--- src/rtl/pc_sequencer.sv ---
// Program-counter sequencer: PC register with jump/branch/increment select, stall hold, HALT sleep,
// one-cycle boot state and optional single-level interrupt entry/return (enabled by PC_SEQ_IRQ_EN).
module pc_sequencer #(
    parameter logic [15:0] RESET_VEC = 16'h0000,
    parameter logic [15:0] IRQ_VEC   = 16'h0010,
    parameter logic [15:0] PC_STEP   = 16'h0001
) (
    input  logic        clk,
    input  logic        rst_n,
    input  logic        stall,
    input  logic        halt,
    input  logic        branch_taken,
    input  logic [15:0] Branch_Target,
    input  logic        Jump_sel,
    input  logic [15:0] Jump_Target,
    input  logic        irq_req,
    input  logic        ei,
    input  logic        di,
    input  logic        reti,
    output logic [15:0] pc,
    output logic        pc_valid,
    output logic        irq_ack,
    output logic [15:0] epc,
    output logic        int_en
);

`ifdef PC_SEQ_IRQ_EN
    localparam bit IRQ_EN = 1'b1;
`else
    localparam bit IRQ_EN = 1'b0;
`endif

    typedef enum logic [1:0] {
        ST_BOOT   = 2'd0,
        ST_RUN    = 2'd1,
        ST_HALTED = 2'd2
    } state_t;

    state_t      state_q, state_d;
    logic [15:0] pc_q, pc_d;
    logic [15:0] epc_q, epc_d;
    logic        int_en_q, int_en_d;
    logic        irq_ack_q, irq_ack_d;

    logic        irq_take;
    logic [15:0] pc_inc;
    logic [15:0] seq_next;

    assign irq_take = IRQ_EN && irq_req && int_en_q;
    assign pc_inc   = pc_q + PC_STEP;

    // Address the program would fetch next absent an interrupt; halt keeps the PC so a
    // HALT interrupted in RUN is re-executed after reti.
    always_comb begin
        seq_next = pc_inc;
        if (halt)
            seq_next = pc_q;
        else if (IRQ_EN && reti)
            seq_next = epc_q;
        else if (Jump_sel)
            seq_next = Jump_Target;
        else if (branch_taken)
            seq_next = Branch_Target;
    end

    always_comb begin
        state_d   = state_q;
        pc_d      = pc_q;
        epc_d     = epc_q;
        int_en_d  = int_en_q;
        irq_ack_d = 1'b0;
        case (state_q)
            ST_BOOT: begin
                state_d = ST_RUN;
            end
            ST_RUN: begin
                if (!stall) begin
                    if (irq_take) begin
                        pc_d      = IRQ_VEC;
                        epc_d     = seq_next;
                        int_en_d  = 1'b0;
                        irq_ack_d = 1'b1;
                    end else begin
                        if (halt)
                            state_d = ST_HALTED;
                        pc_d = seq_next;
                        if (IRQ_EN && reti && !halt)
                            int_en_d = 1'b1;
                        if (IRQ_EN && di)
                            int_en_d = 1'b0;
                        else if (IRQ_EN && ei)
                            int_en_d = 1'b1;
                    end
                end
            end
            ST_HALTED: begin
                if (irq_take) begin
                    pc_d      = IRQ_VEC;
                    epc_d     = pc_inc;
                    int_en_d  = 1'b0;
                    irq_ack_d = 1'b1;
                    state_d   = ST_RUN;
                end
            end
            default: begin
                state_d = ST_BOOT;
                pc_d    = RESET_VEC;
            end
        endcase
    end

    always_ff @(posedge clk or negedge rst_n) begin
        if (!rst_n) begin
            state_q   <= ST_BOOT;
            pc_q      <= RESET_VEC;
            epc_q     <= 16'h0000;
            int_en_q  <= 1'b0;
            irq_ack_q <= 1'b0;
        end else begin
            state_q   <= state_d;
            pc_q      <= pc_d;
            epc_q     <= epc_d;
            int_en_q  <= int_en_d;
            irq_ack_q <= irq_ack_d;
        end
    end

    assign pc       = pc_q;
    assign pc_valid = (state_q == ST_RUN);
    assign irq_ack  = irq_ack_q;
    assign epc      = epc_q;
    assign int_en   = int_en_q;

endmodule

--- config.mk ---
export PLATFORM = sky130hd
export DESIGN_NAME = pc_sequencer
export DESIGN_NICKNAME = d
export VERILOG_FILES = /design/src/rtl/pc_sequencer.sv
export SDC_FILE = /design/constraint.sdc
export NUM_CORES = 1
export LEC_CHECK = 0
export BUFFER_PORTS_ARGS = -buffer_cell sky130_fd_sc_hd__buf_2
export CAP_MARGIN = 40
export CORE_UTILIZATION = 49
export DETAILED_ROUTE_END_ITERATION = 8
export PLACE_DENSITY_LB_ADDON = 0.12
export SETUP_SLACK_MARGIN = 0.1
export SLEW_MARGIN = 20
export SYNTH_ARGS = -nofsm -noshare
export SYNTH_HDL_FRONTEND = slang
export SYNTH_SLANG_ARGS = --single-unit
export TNS_END_PERCENT = 5
--- constraint.sdc ---
create_clock -name clk -period 5.4 [get_ports clk]
set_clock_uncertainty 0.1 [all_clocks]
set_input_delay 1.08 -clock clk [delete_from_list [all_inputs] [get_ports clk]]
set_output_delay 1.08 -clock clk [all_outputs]
set_load 0.02 [all_outputs]
==> impl_metrics.csv <==
group,metric,value,unit
status,run_status,"finished with violations",
status,violations,"DRC",
critical_path,worst_ep_arrival_time,2.67,ns
synth,async_reset_ff_share,100,%
sta,setup-tns-final,0,ns
critical_path,timing.reg2reg.worst_path_depth,4,
critical_path,critical_path_class,"in2reg",
synth,yosys-mux-area-fraction,2.67,%
synth,netlist-cell-type-count,48,
pwr,total_leakage_power,0.000830,uW
cells_and_area,drive_above_1_share,27.7,%
placed_design,buffer_ports.inserted,54,
grt,first_global_vias,1480,
synth,synth-seq-area-share,30.0,%
grt,global_routing_usage_summed_across_all_routing_layers,25.8,%
sta,fmaxAchievable,0.396,GHz
placed_design,placed_area,1700,um^2
placed_design,numPlacedInstances,251,
drt,drt_first_iter_violations,90,
synth,edff_count_synth,0,
synth,synth-compound-area-share,28.5,%
grt,maximum_number_of_pins_on_one_net_before_global_route_repair,20,
drt,totalWireLength,3920,um
synth,syn-cell-area,1500,um^2
pwr,power_density,313,nW/um^2
synth,post_synth.cell_area_avg,8.52,um^2
clocking,cts.repair.resized,0,
sta,timing_worst_slew_pin_value,0.675,ns
pwr,internal-power,290,uW
flow_run,maxCapViolCount,0,
synth,synth_simple_gate_area_share,24.6,%
grt,grt_first_pass_wirelength,6600,um
sta,fin_crit,2.53,ns
clocking,insertion_delay_of_the_later_clocked_pin_in_the_worst_skew_pair,0.30,ns
cells_and_area,post-route-cell-area,1720,um^2
synth,dominant_combinational_cell_family_by_area_after_synthesis,"compound AO/OA/AOI/OAI gates",
placed_design,hpwlAfterDp,2900,um
synth,ys.warnings.count,0,
cells_and_area,antenna_diode_instance_count,0,
synth,post_synth_fa_ha_maj_area_fraction,0.834,%
floorplan,die_area,3290,um^2
sta,setup-violations-final,0,
clocking,clock-sinks,18,
synth,synth_top_flop_cell,"dfrtp_1",
drt,remaining_drc_errors,3,
cells_and_area,final_cells,255,
clocking,cts_buffers,3,
drt,wl_per_cell,15.4,um
critical_path,timing.critical_path.fanout_max,10,
pwr,comb_power_share,42.8,%
floorplan,num_rows,19,
critical_path,worstSetupEndpointType,"register",
pwr,ir_drop,0.132,mV
pwr,power.net_switching,250,uW
drt,detail_route.vias_per_cell,6.13,
drt,detail_route.first_pass.iterations,6,
critical_path,crit_path_required_time,5.54,ns
grt,number_of_antenna_violations_at_the_first_check_in_global_routing,0,
clocking,cts_setup_buffers,0,
floorplan,die_width,57.3,um
pwr,netSwitchingFraction,46.3,%
grt,grt_overflow_total,0,
pwr,p_seq_share,43.9,%
synth,synthXorXnorAreaFrac,0.584,%
drt,antenna_violating_nets_post_route,0,
clocking,cts-root-to-sink-buffers,2,
floorplan,die_height,57.3,um
floorplan,floorplan.initialDensity,53.0,%
pwr,clock_power_share,13.3,%
synth,postSynthCellCount,176,
sta,hold_viol_final,0,
min_path,worst_hold_path.num_cells,2,
sta,timing.max_slew.rel_slack,54.8,%
clocking,cts.reportedPaths.clkPinSlew,0.11,ns
synth,ys_ff_latch,18,
placed_design,gp_routability_congestion,0.818,
critical_path,startpoint_type,"input port",
sta,layout_worst_path_cycle_share,46.8,%
min_path,min-delay-path-class,"reg2reg",
cells_and_area,number_of_nets_in_the_final_layout,269,
clocking,cts-hold-fix-buffers,0,
clocking,cell_at_the_root_of_the_clock_tree,"clkbuf_4",
floorplan,core_area,2830,um^2
floorplan,top_level_ports,77,
clocking,number_of_levels_in_the_clock_h_tree,1,
drt,route.vias.total,1563,
sta,timing_max_transition_violations_final,0,
clocking,cts_tree,"yes",
cells_and_area,layout-area-overhead-vs-synth,14.9,%
sta,grt_setup_unrepaired,"no",
[cell usage after synthesis, types with 2 or more instances]
| library cell | number | area [um^2] |
|---|---|---|
| buf_4 | 18 | 135 |
| dfrtp_1 | 18 | 450 |
| o21ai_0 | 13 | 65.1 |
| nand2_1 | 10 | 37.5 |
| nor2_1 | 10 | 37.5 |
| clkbuf_1 | 8 | 30.0 |
| a21oi_1 | 7 | 35.0 |
| nand3_1 | 7 | 35.0 |
| nand4_1 | 6 | 37.5 |
| and4_1 | 5 | 43.8 |
| nor2b_1 | 5 | 31.3 |
| o31ai_1 | 5 | 37.5 |
| a22o_1 | 4 | 35.0 |
| mux2i_1 | 4 | 40.0 |
| o211ai_1 | 4 | 30.0 |
| o21a_1 | 4 | 30.0 |
| a22oi_1 | 3 | 22.5 |
| and3_1 | 3 | 18.8 |
| nor4_1 | 3 | 18.8 |
| o22ai_1 | 3 | 18.8 |
| a211o_1 | 2 | 17.5 |
| and2_1 | 2 | 12.5 |
| inv_1 | 2 | 7.51 |
| nand2b_1 | 2 | 12.5 |
| nand3b_1 | 2 | 15.0 |
| nor3_1 | 2 | 10.0 |
| o211a_1 | 2 | 20.0 |
| or4b_1 | 2 | 20.0 |
[sequential cells by signal (all words and copies together) (netlist names)]
name and flops:
pc 16, state_q 2
[layout make-up]
| class | count | area [um^2] |
|---|---|---|
| Inverter | 3 | 11.3 |
| Timing Repair Buffer | 55 | 275 |
| Tap cell | 31 | 38.8 |
| Clock buffer | 3 | 22.5 |
| Sequential cell | 18 | 450 |
| Multi-Input combinational cell | 145 | 926 |
| Fill cell | 263 | 1100 |
[cells by family after synthesis]
family,Yosys count
AND/OR/NAND/NOR,62
AO/OA/AOI/OAI,59
buffers and inverters,30
flip-flops,18
multiplexers,4
adder cells (fa/ha/maj),1
other,1
XOR/XNOR,1
[worst max-delay path, cell delays in order]
cell and delay [ns]:
buf_2 0.13, nor4b_4 0.63, o221a_4 0.32, or4b_1 0.43
nand3_1 0.08
[final timing paths]
| check | to | startpoint | slack, ns |
|---|---|---|---|
| max in group asynchronous | pc[15]$_DFFE_PN0P_ | rst_n | 4.30 |
| setup reg to reg | pc[15]$_DFFE_PN0P_ | state_q[1]$_DFFE_PN0P_ | 3.24 |
| hold reg to reg | pc[14]$_DFFE_PN0P_ | pc[14]$_DFFE_PN0P_ | 0.48 |
| hold / removal | pc[14]$_DFFE_PN0P_ | pc[14]$_DFFE_PN0P_ | 0.48 |
| setup / recovery | pc[15]$_DFFE_PN0P_ | halt | 2.87 |
| min in group asynchronous | state_q[1]$_DFFE_PN0P_ | rst_n | 0.60 |
[per-layer routing]
layer,track usage [%],wire length [um]
met1,33.3,1710
met2,43.5,1890
met3,2.95,274
met4,11.1,55
met5,0,0
[cell usage in the layout (no fill, tap or decap), types with 3 or more instances in the layout]
cell / netlist / layout
buf_2: 0 / 54
a22oi_1: 3 / 3
mux2i_1: 4 / 4
o22ai_1: 3 / 3
o211ai_1: 4 / 4
o31ai_1: 5 / 5
nor4_1: 3 / 3
nor2_1: 10 / 10
and4_1: 5 / 5
o21a_1: 4 / 4
o21ai_0: 13 / 13
nand2_1: 10 / 10
a22o_1: 4 / 4
dfrtp_1: 18 / 18
nor2b_1: 5 / 5
nand4_1: 6 / 6
nand3_1: 7 / 7
clkbuf_4: 0 / 3
and3_1: 3 / 3
conb_1: 1 / 18
a21oi_1: 7 / 7
[through the flow]
stage | utilization [%] | total power (uW) | setup WS, ns | hold WS (ns)
finish | 60.9 | 540 | 2.87 | 0.480
global route | 60.9 | 574 | 2.76 | 0.497
CTS | 60.8 | 540 | 2.87 | 0.478
detailed placement | 60.0 | 467 | 2.55 | 0.460
global placement | 60.0 | 458 | 2.62 | 0.441
floorplan | - | 392 | 2.96 | 0.414
[power groups by stage]
stage                     Clock, uW  Sequential [uW]  Combinational [uW]
after floorplan                   0              264                 128
after global placement            0              234                 225
after detailed placement          0              237                 231
after CTS                      74.6              234                 231
after global routing           77.7              244                 253
final                          71.6              237                 231
Note: power is estimated with default switching activity, not from simulation.
